## config.mk

```make
export PLATFORM = sky130hd
export DESIGN_NAME = aes_out_serializer_flat
export DESIGN_NICKNAME = d
export VERILOG_FILES = /design/src/rtl/aes_out_serializer_if.sv /design/src/rtl/aes_out_serializer.sv /design/src/flat_wrapper.sv
export SDC_FILE = /design/constraint.sdc
export NUM_CORES = 1
export LEC_CHECK = 0
export ABC_CLOCK_PERIOD_IN_PS = 10200
export CAP_MARGIN = 20
export CELL_PAD_IN_SITES_DETAIL_PLACEMENT = 0
export CELL_PAD_IN_SITES_GLOBAL_PLACEMENT = 1
export CORE_MARGIN = 4
export CORE_UTILIZATION = 35
export CTS_CLUSTER_DIAMETER = 50
export DETAILED_ROUTE_END_ITERATION = 16
export GPL_TIMING_DRIVEN = 0
export MAX_ROUTING_LAYER = met4
export PLACE_DENSITY = 0.83
export SLEW_MARGIN = 20
export SYNTH_ARGS = -nofsm -noshare
export SYNTH_HDL_FRONTEND = slang
export SYNTH_SLANG_ARGS = --single-unit
```

## constraint.sdc

```tcl
create_clock -name clk -period 10.2 [get_ports clk]
set_input_delay 2.04 -clock clk [delete_from_list [all_inputs] [get_ports clk]]
set_output_delay 2.04 -clock clk [all_outputs]
set_load 0.005 [all_outputs]
```

## src/rtl/aes_out_serializer_if.sv

```systemverilog
// Block-in / byte-out handshake bundle for the AES output serializer.
// master = AES core plus byte sink side, slave = serializer.
interface aes_out_serializer_if #(
    parameter int NBYTES = 16
);
    logic [8*NBYTES-1:0] blk_in;
    logic                blk_valid;
    logic                blk_ready;
    logic [7:0]          out;
    logic                out_valid;
    logic                out_ready;
    logic                out_last;
    logic                busy;

    modport master (
        output blk_in, blk_valid, out_ready,
        input  blk_ready, out, out_valid, out_last, busy
    );

    modport slave (
        input  blk_in, blk_valid, out_ready,
        output blk_ready, out, out_valid, out_last, busy
    );
endinterface

```

## src/rtl/aes_out_serializer.sv

```systemverilog
// Serializes one AES block into bytes with valid/ready handshaking, MSB first.
// Define AES_SER_LSB_FIRST_EN to emit blk_in[7:0] first instead.
module aes_out_serializer #(
    parameter int NBYTES = 16
) (
    input  logic                 clk,
    input  logic                 rst,
    aes_out_serializer_if.slave  bus
);
    localparam int W  = 8 * NBYTES;
    localparam int CW = (NBYTES > 1) ? $clog2(NBYTES) : 1;
    localparam logic [CW-1:0] LAST = CW'(NBYTES - 1);

    typedef enum logic {IDLE, SHIFT} state_t;

    state_t          state;
    logic [W-1:0]    sreg;
    logic [CW-1:0]   cnt;

    always_ff @(posedge clk or posedge rst) begin
        if (rst) begin
            state <= IDLE;
            sreg  <= '0;
            cnt   <= '0;
        end else begin
            case (state)
                IDLE: begin
                    if (bus.blk_valid) begin
                        sreg  <= bus.blk_in;
                        cnt   <= '0;
                        state <= SHIFT;
                    end
                end
                SHIFT: begin
                    if (bus.out_ready) begin
`ifdef AES_SER_LSB_FIRST_EN
                        sreg <= sreg >> 8;
`else
                        sreg <= sreg << 8;
`endif
                        // Counter parks at 0 on the final byte instead of wrapping.
                        if (cnt == LAST) begin
                            cnt   <= '0;
                            state <= IDLE;
                        end else begin
                            cnt <= cnt + 1'b1;
                        end
                    end
                end
                default: state <= IDLE;
            endcase
        end
    end

    wire in_shift = (state == SHIFT);

    assign bus.blk_ready = ~in_shift;
    assign bus.out_valid = in_shift;
    assign bus.busy      = in_shift;
    assign bus.out_last  = in_shift && (cnt == LAST);
`ifdef AES_SER_LSB_FIRST_EN
    assign bus.out       = in_shift ? sreg[7:0] : 8'h00;
`else
    assign bus.out       = in_shift ? sreg[W-1 -: 8] : 8'h00;
`endif
endmodule

```

## src/flat_wrapper.sv

```systemverilog
// flat-port wrapper written by rule: the top's interface ports become plain ports
module aes_out_serializer_flat 
#(
    parameter int NBYTES = 16
)
  (clk, rst, bus_blk_in, bus_blk_valid, bus_out_ready, bus_blk_ready, bus_out, bus_out_valid, bus_out_last, bus_busy);
  aes_out_serializer_if #(.NBYTES(NBYTES)) bus_i ();
  input  logic clk;
  input  logic rst;
  input wire logic [$bits(bus_i.blk_in)-1:0] bus_blk_in;
  input wire logic [$bits(bus_i.blk_valid)-1:0] bus_blk_valid;
  input wire logic [$bits(bus_i.out_ready)-1:0] bus_out_ready;
  output wire logic [$bits(bus_i.blk_ready)-1:0] bus_blk_ready;
  output wire logic [$bits(bus_i.out)-1:0] bus_out;
  output wire logic [$bits(bus_i.out_valid)-1:0] bus_out_valid;
  output wire logic [$bits(bus_i.out_last)-1:0] bus_out_last;
  output wire logic [$bits(bus_i.busy)-1:0] bus_busy;
  assign bus_i.blk_in = bus_blk_in;
  assign bus_i.blk_valid = bus_blk_valid;
  assign bus_i.out_ready = bus_out_ready;
  assign bus_blk_ready = bus_i.blk_ready;
  assign bus_out = bus_i.out;
  assign bus_out_valid = bus_i.out_valid;
  assign bus_out_last = bus_i.out_last;
  assign bus_busy = bus_i.busy;
  aes_out_serializer #(.NBYTES(NBYTES)) u_core (.clk(clk), .rst(rst), .bus(bus_i));
endmodule
```

==> results of run 1 <==
registers in the layout, indices dropped and copies added, names as in the netlist:
| signal | flops |
|---|---|
| u_core.cnt | 4 |
| u_core.sreg | 128 |
| u_core.bus.busy | 1 |
kinds of logic after synthesis:
group | count (synthesis)
buffers and inverters | 46
adder cells (fa/ha/maj) | 1
XOR/XNOR | 1
flip-flops | 133
multiplexers | 121
AND/OR/NAND/NOR | 138
AO/OA/AOI/OAI | 134
area by class of cell:
class | count | area [sq um] | share of cell area, %
clock inverters | 12 | 106 | 1.27
inverters | 3 | 18.8 | 0.224
clock buffers | 20 | 457 | 5.45
well taps | 220 | 275 | 3.29
plain buffers | 43 | 235 | 2.81
repair buffers | 144 | 1460 | 17.4
flip-flops and latches | 133 | 3330 | 39.7
multi-input cells | 395 | 2500 | 29.8
where the power goes:
group          switching (W)  internal, W
logic               0.000210     0.000230
clock network       0.000233     0.000347
registers           0.000107     0.000707
synth_stat cells (2+ instances only):
master and n:
o21ai_0 76, mux2i_1 120, buf_2 17, nand3_1 4, o21ai_1 45, and2_1 8, a21oi_1 2, a22o_1 8
buf_4 14, inv_1 3, dfrtp_1 133, nor2_1 4, clkbuf_1 12, nand2_1 122
worst min-delay path, cell delays in order, from the launching register on:
cell and delay, ps:
dfrtp_1 340, nand2_1 40, o21ai_0 60
per-layer routing:
metal,track usage [%],wire length [um],up-vias
li1,-,-,2314
met1,22.4,7320,2304
met3,3.98,900,24
met5,-,0,-
met4,4.95,225,0
met2,25.8,7360,141
through the flow:
stage | setup slack (ps) | total power, W | cells
6_report | 5550 | 0.00183 | 970
3_5_place_dp | 5970 | 0.00127 | 938
2_1_floorplan | 4610 | 0.00107 | 574
5_1_grt | 5340 | 0.00195 | 970
3_3_place_gp | 2890 | 0.00125 | 937
4_1_cts | 5530 | 0.00185 | 970
worst max-delay path by stage:
stage / start / endpoint / slack [ps]
after floorplan: rst / u_core.bus.busy / 4610
after global placement: rst / u_core.sreg[4] / 2890
after detailed placement: u_core.bus.busy / bus_out_last / 5970
after CTS: u_core.bus.busy / bus_out_last / 5530
after global routing: u_core.bus.busy / bus_out_last / 5340
final: u_core.bus.busy / bus_out_last / 5550
==> results by group, run 1 <==
Placed design
  • Port bufs: 143
  • HPWL after DPL: 11,600 um
  • Area after DPL: 7820 sq um
  • Routability cong.: 0.792

Min path
  • Hold WC Path Type: register to register
  • Worst Hold Depth: 2
  • WHS Endpoint: u_core.sreg[123]
  • Worst hold start: u_core.sreg[123]

Clock tree
  • Clk buf depth: 2
  • Post-CTS Setup Repair Bufs: 0
  • Reg clk slew, reported paths: 60 ps
  • Root Buffer: clkbuf_16
  • CTS tree: built
  • Clock sinks: 133
  • Post-CTS sizing: 0
  • Post-CTS Hold Buffers: 0
  • H-Tree Depth: 4
  • Worst-skew pair later-pin latency: 410 ps
  • Clock buffer count from CTS: 17

Synth
  • Seq cells post-synth: 133
  • Post-synth EDFFs: 0
  • Yosys top cell by area: dfrtp_1
  • Post-Syn Area: 6070 sq um
  • Yosys warnings: 0
  • Dominant synthesized flop cell: dfrtp_1
  • Post-synthesis mux area share: 20.1%
  • Cells after Synth: 574
  • Syn nets: 707
  • Simple-Gate Fraction of Synth Area: 8.94%
  • Yosys cell types: 20
  • Avg Inst Size Synth: 10.6 sq um
  • Top cells by area, synth: dfrtp_1 55%, mux2i_1 20%, nand2_1 7.5%
  • Synth Area in Compound Gates: 11.7%
  • Xor and xnor area share after synthesis: 0.144%
  • Largest family of logic cells by synthesized area: multiplexers
  • Sequential fraction of the synthesis area: 54.8%
  • Post-synth ARST share: 100%
  • Post-synth top area share: 54.8%
  • Post-Synth Adder-Cell Area: 0.206%

Pwr
  • Leak: 4.30 nW
  • Power density cells: 219 nW/um^2
  • Peak VDD IR: 0.114 mV

Layout
  • Antenna cells: 0
  • Layout cell share with drive strength beyond 1: 8.67%
  • Fillers: 1,534
  • Post-route core utilization: 49.8%
  • Nets@finish: 870
  • Most common cell after layout, fill and taps aside: clkdlybuf4s50_1
  • Most frequent cells in the layout: 143 x clkdlybuf4s50_1, 133 x dfrtp_1, 122 x nand2_1
  • Synth-to-Final Area Change: 37.9%
  • Finished Cell Area: 8380 sq um

Drt
  • Vias per cell: 4.93
  • Initial DRC Count: 278
  • DR vias: 4,783
  • Antenna Violating Nets Remaining: 0
  • First-pass DRT Iterations: 6
  • Final WL: 15,800 um
  • Avg WL per Cell: 16.3 um
  • Drc violations: 0

Worst setup path
  • Worst path bufs/invs: 5
  • Slowest CP cell: clkdlybuf4s50_1
  • Critical-path cell list: buf_4, buf_2, clkbuf_1, inv_1, nor2_1, clkdlybuf4s50_1
  • Worst R2R Setup Slack: 8250 ps
  • Required @ worst endpoint: 8160 ps
  • Crit end category: output pin
  • FF-to-FF path depth: 7
  • CP max FO: 10
  • Worst R2R Start: u_core.bus.busy
  • CP max stage delay: 520 ps
  • Critical path class: register to output pin
  • Arr. time, crit path: 2610 ps
  • CP Depth: 6
  • CP startpoint kind: register
  • Worst flop-to-flop path endpoint: u_core.sreg[110]
  • Top delay family on crit path: buffers and inverters

Floorplan
  • Die Y: 140 um
  • Rows: 47
  • Core ar.: 16,800 sq um
  • IO Count: 144
  • Initial Utilization: 36.1%
  • Die Area: 19,500 sq um
  • Die W: 140 um

STA
  • Slew margin rel.: 59.2%
  • Setup violations, final: 0
  • Final min period: 4650 ps
  • Fin. max-slew vios: 0
  • Hold_ws: 478 ps
  • Measured slew at the worst slew-check pin: 609 ps
  • Post-Route Skew: 7.88 ps
  • Fin crit share: 45.6%
  • RSZ-0062 raised after global routing: false
  • Setup_tns: 0 ps
  • Max Fclk: 0.215 GHz
  • Final hold viol count: 0

Global routing
  • Gr usage total: 16.8%
  • Vias in the first global route: 5,197
  • Initial antenna violation count: 0
  • Grt ovf: 0
  • First-pass GRT wire length: 25,800 um
  • Largest net degree at the start of global routing: 72

Outcome
  • Status: complete, no violations

Job
  • Max Cap Viol: 0
(Power assumes the default switching activity.)
==> inputs of run 2 (changes only) <==
--- a/config.mk
+++ b/config.mk
@@ -5,7 +5,7 @@
 export SDC_FILE = /design/constraint.sdc
 export NUM_CORES = 1
 export LEC_CHECK = 0
-export ABC_CLOCK_PERIOD_IN_PS = 10200
+export ABC_CLOCK_PERIOD_IN_PS = 4200
 export CAP_MARGIN = 20
 export CELL_PAD_IN_SITES_DETAIL_PLACEMENT = 0
 export CELL_PAD_IN_SITES_GLOBAL_PLACEMENT = 1
@@ -15,7 +15,7 @@
 export DETAILED_ROUTE_END_ITERATION = 16
 export GPL_TIMING_DRIVEN = 0
 export MAX_ROUTING_LAYER = met4
-export PLACE_DENSITY = 0.83
+export PLACE_DENSITY = 0.86
 export SLEW_MARGIN = 20
 export SYNTH_ARGS = -nofsm -noshare
 export SYNTH_HDL_FRONTEND = slang
==> constraint.sdc (replaced) <==
create_clock -name clk -period 4.2 [get_ports clk]
set_input_delay 0.84 -clock clk [delete_from_list [all_inputs] [get_ports clk]]
set_output_delay 0.84 -clock clk [all_outputs]
set_load 0.005 [all_outputs]
==> run 2 against run 1 <==
Compared with the run above: clock skew grew 7.4 ps; via count fell by 0.15%; hold slack about the same; flip-flop and latch count unchanged; final cell count increased by 0.21%; critical endpoint unchanged; worst setup slack worse by 4800 ps; largest cell class unchanged; total power rose to 2.5 times the previous value; largest power group unchanged; critical path type unchanged; sequential power up 140%; highest routed layer unchanged.
==> results by group, run 2 (synthesis gave the netlist of run 1 again) <==
Outcome
  • Status: complete, no violations

Worst setup path
  • Critical path class: register to output pin
  • Required @ worst endpoint: 3360 ps (-4800 ps)
  • Worst Setup SP: u_core.bus.busy
  • Slowest CP cell: clkdlybuf4s50_1
  • Worst path bufs/invs: 5 (unchanged)
  • Arr. time, crit path: 2570 ps (-40 ps)
  • CP max stage delay: 520 ps (about the same)
  • Worst R2R Start: u_core.bus.busy
  • CP Depth: 6 (unchanged)
  • Critical-path cell list: buf_4, buf_2, clkbuf_1, inv_1, nor2_1, clkdlybuf4s50_1
  • FF-to-FF path depth: 7 (unchanged)
  • Top delay family on crit path: buffers and inverters
  • Worst flop-to-flop path endpoint: u_core.sreg[103]
  • CP max FO: 10 (unchanged)
  • Worst R2R Setup Slack: 2240 ps (-6010 ps)
  • Crit end category: output pin
  • Critical Path End: bus_out_last
  • CP startpoint kind: register

STA
  • RSZ-0062 raised after global routing: false
  • Measured slew at the worst slew-check pin: 765 ps (+155 ps)
  • Fin. max-slew vios: 0 (unchanged)
  • Setup_tns: 0 ps (unchanged)
  • Fin crit share: 81.2%
  • Final min period: 3410 ps
  • Slew margin rel.: 48.9% (-10 points)
  • Post-Route Skew: 15.3 ps (+7.40 ps)
  • Final hold viol count: 0 (unchanged)
  • Max Fclk: 0.293 GHz
  • Setup violations, final: 0 (unchanged)

Clock tree
  • Post-CTS Setup Repair Bufs: 0 (unchanged)
  • Reg clk slew, reported paths: 60 ps (about the same)
  • Post-CTS Hold Buffers: 0 (unchanged)
  • H-Tree Depth: 4 (unchanged)
  • Clock sinks: 133 (unchanged)
  • Worst-skew pair later-pin latency: 420 ps (about the same)
  • Root Buffer: clkbuf_16
  • Clk buf depth: 2 (unchanged)
  • CTS tree: built
  • Clock buffer count from CTS: 17 (unchanged)
  • Post-CTS sizing: 0 (unchanged)

Global routing
  • Grt ovf: 0 (unchanged)
  • Vias in the first global route: 5,085 (-2.2%)
  • Initial antenna violation count: 0 (unchanged)
  • First-pass GRT wire length: 25,600 um (-0.80%)
  • Largest net degree at the start of global routing: 37 (-49%)
  • Gr usage total: 16.7% (-0.19 points)

Placed design
  • HPWL after DPL: 11,700 um (+0.93%)
  • Area after DPL: 7850 sq um (+0.37%)
  • Routability cong.: 0.799 (+0.88%)
  • Port bufs: 143 (unchanged)

Layout
  • Nets@finish: 872 (+0.23%)
  • Most flops, register: u_core.sreg
  • Most frequent cells in the layout: 143 x clkdlybuf4s50_1, 133 x dfrtp_1, 122 x nand2_1
  • Max reg flops: 128 (unchanged)
  • Finished Cell Area: 8470 sq um (+1.1%)
  • Synth-to-Final Area Change: 39.4%
  • Layout cell share with drive strength beyond 1: 8.91% (+0.24 points)
  • Most common cell after layout, fill and taps aside: clkdlybuf4s50_1
  • Register Area: 3330 sq um (unchanged)
  • Antenna cells: 0 (unchanged)
  • Fillers: 1,552 (+1.2%)
  • Post-route core utilization: 50.4% (+0.54 points)
  • Area of the multi-input gates: 2500 sq um (unchanged)

Drt
  • Drc violations: 0 (unchanged)
  • Initial DRC Count: 208 (-25%)
  • Final WL: 15,900 um (+0.39%)
  • Avg WL per Cell: 16.3 um (+0.19%)
  • DR vias: 4,776 (-0.15%)
  • Vias per cell: 4.91 (-0.35%)
  • Antenna Violating Nets Remaining: 0 (unchanged)
  • First-pass DRT Iterations: 5 (-1)

Min path
  • Hold WC Path Type: register to register
  • Worst Hold Depth: 2 (unchanged)

Floorplan
  • Die W: 140 um (unchanged)
  • Die Y: 140 um (unchanged)
  • Initial Utilization: 36.1% (unchanged)
  • Die Area: 19,500 sq um (unchanged)
  • IO Count: 144 (unchanged)
  • Core ar.: 16,800 sq um (unchanged)
  • Rows: 47 (unchanged)

Pwr
  • Peak VDD IR: 0.273 mV (+140%)
  • Leak: 4.35 nW (+1.0%)
  • Power density cells: 546 nW/um^2 (+150%)

Job
  • Max Cap Viol: 0 (unchanged)
## run 2: layout make-up
cell class | instances | area share [%]
buffer | 43 | 2.78
inverter | 3 | 0.177
tap | 220 | 3.25
multi-input combinational | 395 | 29.5
timing repair buffer | 146 | 17.6
sequential | 133 | 39.3
clock inverter | 13 | 2.14
clock buffer | 19 | 5.23
## run 2: how the worst min path moves through the flow
stage	startpoint	endpoint	slack (ps)
finish	u_core.sreg[120]	u_core.sreg[120]	480
global route	u_core.sreg[120]	u_core.sreg[120]	490
CTS	u_core.sreg[48]	u_core.sreg[48]	480
detailed placement	u_core.sreg[48]	u_core.sreg[48]	470
global placement	u_core.sreg[124]	u_core.sreg[124]	460
floorplan	u_core.sreg[124]	u_core.sreg[124]	440
## run 2: stage by stage
| stage | setup WS, ps | hold slack, ps | total power (W) | std cells |
|---|---|---|---|---|
| detailed placement | 1160 | 470 | 0.00309 | 940 |
| finish | 790 | 478 | 0.00463 | 972 |
| global placement | 584 | 462 | 0.00303 | 937 |
| floorplan | 1710 | 442 | 0.00260 | 574 |
| CTS | 714 | 483 | 0.00467 | 972 |
| global route | 548 | 490 | 0.00491 | 972 |
## run 2: per-layer routing
layer / GRT usage (%) / part of all wire [%]
met1: 21.7 / 46
met2: 26.2 / 49
met3: 4.63 / 4.6
met4: 3.57 / 0.30
met5: - / 0
## run 2: power by group
group          switching (W)  leakage (nW)  internal, W
logic               0.000517          2.23     0.000563
clock network       0.000560         0.303      0.00101
registers           0.000261          1.82      0.00172
total                0.00134          4.35      0.00329
## run 2: worst min-delay path, delay by kind of cell (launching register included)
kind	cells	cell delay, ps
DFF	1	340
AOI/OAI and AO/OA	1	60
and+or+nand+nor	1	40
